--- src/rtl/reg_file_8x16.sv ---
// reg_file_8x16: 8-entry general-purpose register file, r0 hardwired to zero.
// Two combinational read ports; one write port addressed by srcA.
module reg_file_8x16 #(
  parameter int DATA_W = 16,
  parameter int ADDR_W = 3
) (
  input  logic              CLK,
  input  logic              RST_N,
  input  logic              RegWrite,
  input  logic [ADDR_W-1:0] srcA,
  input  logic [ADDR_W-1:0] srcB,
  input  logic [DATA_W-1:0] writeValue,
  output logic [DATA_W-1:0] ReadA,
  output logic [DATA_W-1:0] ReadB
);

  localparam int DEPTH = 1 << ADDR_W;

  logic [DATA_W-1:0] w_rf [DEPTH];

  // r0 has no storage at all; the zero is a constant, so writes to it vanish.
  assign w_rf[0] = '0;

  for (genvar i = 1; i < DEPTH; i++) begin : g_reg
    logic [DATA_W-1:0] r_q;
    logic              w_we;

    assign w_we = RegWrite && (srcA == ADDR_W'(i));

    // Register i: cleared by reset, loads writeValue when addressed.
    always_ff @(posedge CLK or negedge RST_N) begin
      if (!RST_N) begin
        r_q <= '0;
      end else if (w_we) begin
        r_q <= writeValue;
      end
    end

    assign w_rf[i] = r_q;
  end

  // Read ports: plain muxes on stored contents, no write-through path.
  always_comb begin
    ReadA = w_rf[srcA];
    ReadB = w_rf[srcB];
  end

endmodule

--- config.mk ---
export PLATFORM = sky130hd
export DESIGN_NAME = reg_file_8x16
export DESIGN_NICKNAME = d
export VERILOG_FILES = /design/src/rtl/reg_file_8x16.sv
export SDC_FILE = /design/constraint.sdc
export NUM_CORES = 1
export LEC_CHECK = 0
export BUFFER_PORTS_ARGS = -buffer_cell sky130_fd_sc_hd__buf_2
export CAP_MARGIN = 20
export CORE_MARGIN = 3
export CORE_UTILIZATION = 60
export DETAILED_ROUTE_END_ITERATION = 16
export HOLD_SLACK_MARGIN = 0.03
export PLACE_DENSITY = 0.9
export SLEW_MARGIN = 20
export SYNTH_ARGS = -nofsm -noshare
export SYNTH_HDL_FRONTEND = slang
export SYNTH_SLANG_ARGS = --single-unit
--- constraint.sdc ---
create_clock -name CLK -period 5.8 [get_ports CLK]
set_input_delay 1.45 -clock CLK [delete_from_list [all_inputs] [get_ports CLK]]
set_output_delay 1.45 -clock CLK [all_outputs]
set_load 0.03 [all_outputs]
Yosys cells after proc, flatten, opt, wreduce, memory -nomap -nowiden --
Cells that the tools add are included.
Word-level totals: flip-flop bits (word level) 112, latch bits 0, RAM bits 0, memory bits (read-only) 0, output and inout bits 32, word-level logic and storage cells 31, memories 0
Operators by class: add/sub/neg operators 0, $mul 0, divide/modulo/power cells 0, order comparisons 2, equality and inequality tests 7, shift-type cells 0, muxes and demuxes 6, bitwise logic cells 2, reduce and logical (&&, ||, !) cells 7
Operators with widths (number):
- 16-bit binary-select mux with 3-bit select | 2
- 16-bit 2-to-1 mux | 4
- 3-bit == test, second input constant | 4
- 4-bit >= comparator, second input constant | 2
- 3-bit inverter with 4-bit output | 2
- 1-bit logical AND | 7
- 3-bit by 2-bit == test with 1-bit output, second input constant | 2
- 3-bit by 1-bit == test with 1-bit output, second input constant | 1

Depth between registers and ports, before layout --
word-level depth 4, depth in mapped cells 7

Worst setup path before layout --
OpenSTA, ideal clock, no wires.
kind in2out, from input port srcA[1], to output port ReadA[0], data arrival time 2.994 ns, data required time 4.350 ns, setup slack 1.356 ns, cell stages on the path 6, path buffers 4, path through buf_6 -> buf_4 -> buf_2 -> buf_2 -> a211oi_1 -> a311oi_1
On the way: cells in the longest elaborated chain, start to end 4
Ends and longest elaborated chain:
- start, declared | line 10 | input logic [ADDR_W-1:0] srcA,
- 3-bit inverter with 4-bit output (not written as such) | line 44 | ReadA = w_rf[srcA];
- 16-bit binary-select mux with 3-bit select | line 44
- 16-bit 2-to-1 mux (not written as such) (2 in a row) | line 44
- end, declared | line 13 | output logic [DATA_W-1:0] ReadA,
Every way passes these cells. The select of a mux whose other input is x is not followed.

Worst setup path in the final report --
from input port srcA[1], to output port ReadA[1]
Same word-level chain as after synthesis.

==> impl_metrics.py <==
metrics = {
    "flow_run": {
        "drv_cap": 0,
    },
    "sta": {
        "tns_ns": 0,
        "hold_violations": 0,
        "hold_ws_ns": 0.535,
        "slew_headroom_pct": 27.0,
        "final_max_slew_viol_count": 0,
        "fmax_ghz": 0.211,
        "rsz0062_at_grt": "false",
        "setup_viol": 0,
        "worst_pin_slew_ns": 1.09,
        "finClkSkew_ns": 0,
        "period_share_pct": 81.6,
        "period_needed_ns": 4.73,
    },
    "synth": {
        "ys_types": 24,
        "seq_area_frac_synth_pct": 45.8,
        "yosys_warnings": 0,
        "synth_xor_area_share_pct": 0,
        "synth_top_family_by_area": "multiplexers",
        "synth-compound-area-share_pct": 11.1,
        "synth.avg_cell_area_sq_um": 13.3,
        "yosys.area_share.simple_pct": 3.77,
        "netlist_area_sq_um": 6110,
        "syn-num-nets": 483,
        "yosys-mux-area-fraction_pct": 35.0,
        "syn_inst": 458,
        "synth_fa_ha_area_share_pct": 0,
        "synth-seq-cells": 112,
    },
    "clock_network": {
        "clk_pin_slew_ns": 0.09,
        "postCtsResizedCells": 0,
        "clockBufferDepth": 2,
        "htree_levels": 3,
        "clock_latency_ns": 0.38,
        "post-cts-setup-buffer-count": 0,
        "clkSinkCount": 112,
        "cts_tree": "yes",
        "numCtsBuffers": 9,
        "ctsRootBufferMaster": "clkbuf_8",
        "postCtsHoldBufs": 0,
    },
    "floorplanning": {
        "rows": 36,
        "io_pins": 57,
        "fp.dieW_um": 107,
        "die_h_um": 107,
        "coreArea_sq_um": 9820,
        "dieArea_sq_um": 11400,
        "initial_utilization_pct": 62.3,
    },
    "layout": {
        "syn2layout_area_growth_pct": 8.86,
        "largest_reg_flops": 112,
        "largest-register": "g.r_q",
        "drive_gt1_share_pct": 47.3,
        "top_regs": "g.r_q: 112 flops",
        "nets": 517,
    },
    "critical_path": {
        "cp_data_required_time_ns": 4.35,
        "critPathMaxFanout": 50,
        "critical_path_class": "in2out",
        "slowest_delay_ns": 0.40,
        "crit_top_cell": "buf_2",
        "crit_slowest_cell": "buf_2",
        "cp_num_buf_inv": 3,
        "crit_chain": "buf_2 > buf_12 > mux2_2 > a221oi_1 > a311oi_1 > buf_2",
        "critPathTopFamily": "buffers and inverters",
        "endpoint_kind": "primary output",
        "arrival_ns": 3.28,
        "startpoint_type": "input port",
    },
    "pwr": {
        "p_leak_nw": 2.87,
        "p_per_area_nw_per_um2": 333,
        "power.ir.vdd_worst_mv": 0.235,
    },
    "global_routing": {
        "grt_pass1_wl_mm": 24.5,
        "antenna_found_initial": 1,
        "track_usage_pct": 27.5,
        "globalRouteOverflowTotal": 0,
        "grt_max_degree": 72,
        "grt_pass1_vias": 4612,
    },
    "detailed_routing": {
        "drtIter0Drc": 277,
        "via_per_inst": 6.80,
        "first_pass_iters": 5,
        "wl_per_cell_um": 23.7,
        "totalWireLength_mm": 14.9,
        "vias": 4291,
        "ant_nets": 0,
        "post-route-drc-count": 0,
    },
    "placed_design": {
        "io_buffers": 56,
        "routabilityCongestion": 0.761,
        "dp_hpwl_mm": 9.30,
    },
    "min_path": {
        "min_path_type": "reg2reg",
    },
    "run_status": {
        "status": "completed",
    },
}
## layout make-up
cell class	instances	area [sq um]
flip-flops and latches	112	2800
clock inverters	4	76.3
diodes	1	2.50
fillers	732	3160
repair buffers	68	385
multi-input cells	301	3070
clock buffers	12	155
well taps	133	166
## per-stage QoR
stage	instances	area (sq um)	total power (W)	utilization, %	setup slack, ns
global placement	614	6420	0.00166	65.4	1.16
global route	631	6660	0.00233	67.8	0.964
CTS	630	6650	0.00223	67.7	1.08
floorplan	458	6110	0.00153	-	1.36
finish	631	6660	0.00222	67.8	1.07
detailed placement	614	6420	0.00170	65.4	1.11
## logic make-up (layout without fill, tap and decap cells)
kind of cell           Yosys count  in the layout
AOI/OAI and AO/OA               80             80
buffers and inverters           45             84
DFF                            112            112
muxes                          192            192
other                            0              1
and+or+nand+nor                 29             29
## power by group
part | total (W) | internal [W] | switching, W
sequential | 0.00109 | 0.000953 | 0.000135
combinational | 0.000605 | 0.000306 | 0.000299
clock | 0.000526 | 0.000268 | 0.000257
## cells in the mapped netlist (all sizes together)
cell type	number	share of area [%]
mux2	144	27
dfrtp	112	46
a221oi	48	6.9
mux2i	48	7.9
buf	33	3.5
nor2b	19	2.1
a211oi	16	2.0
a311oi	16	2.3
clkbuf	12	0.74
nand4b	2	0.49
and2	1	0.10
and3b	1	0.14
nand2	1	0.061
nand2b	1	0.10
nand3	1	0.16
nand4	1	0.20
nor3	1	0.27
nor4bb	1	0.16
## routing by layer
metal | track usage [%] | vias up | share of wire [%]
met2 | 44.6 | 181 | 50
met5 | 0 | - | 0
met4 | 10.8 | 0 | 2.6
li1 | - | 1863 | -
met3 | 4.94 | 38 | 6.8
met1 | 36.9 | 2209 | 41
## cell usage in the layout, fill, tap and decap left out
cell | Yosys | final
nor2b_1 | 18 | 18
dfrtp_1 | 112 | 112
a211oi_1 | 16 | 16
clkinvlp_4 | 0 | 1
buf_4 | 7 | 12
mux2_2 | 134 | 134
clkinv_4 | 0 | 1
mux2_4 | 10 | 10
buf_2 | 19 | 55
buf_12 | 0 | 1
and3b_2 | 0 | 1
mux2i_1 | 48 | 48
nand2_1 | 1 | 1
nor4bb_4 | 0 | 1
nand2b_1 | 1 | 1
diode_2 | 0 | 1
nand4_2 | 1 | 1
nand3_2 | 1 | 1
and2_1 | 1 | 1
a221oi_1 | 48 | 48
a311oi_1 | 16 | 16
clkbuf_8 | 0 | 11
clkbuf_1 | 12 | 1
nand4b_2 | 2 | 2
bufinv_16 | 0 | 2
nor3_4 | 1 | 1
nor2b_4 | 1 | 1
## worst paths after layout
| kind | startpoint | end | slack [ns] | cells after the start |
|---|---|---|---|---|
| worst max-delay path | srcA[1] | ReadA[1] | 1.07 | 6 |
| worst max register to register | g_reg[6].r_q[11] | g_reg[6].r_q[11] | 4.99 | 1 |
| worst min-delay path | g_reg[3].r_q[14] | g_reg[3].r_q[14] | 0.53 | 1 |
| worst min register to register | g_reg[3].r_q[14] | g_reg[3].r_q[14] | 0.53 | 1 |
| max in group asynchronous | RST_N | g_reg[5].r_q[15] | 3.55 | 2 |
| min in group asynchronous | RST_N | g_reg[2].r_q[2] | 1.19 | 1 |
Note: power is estimated with default switching activity, not from simulation.
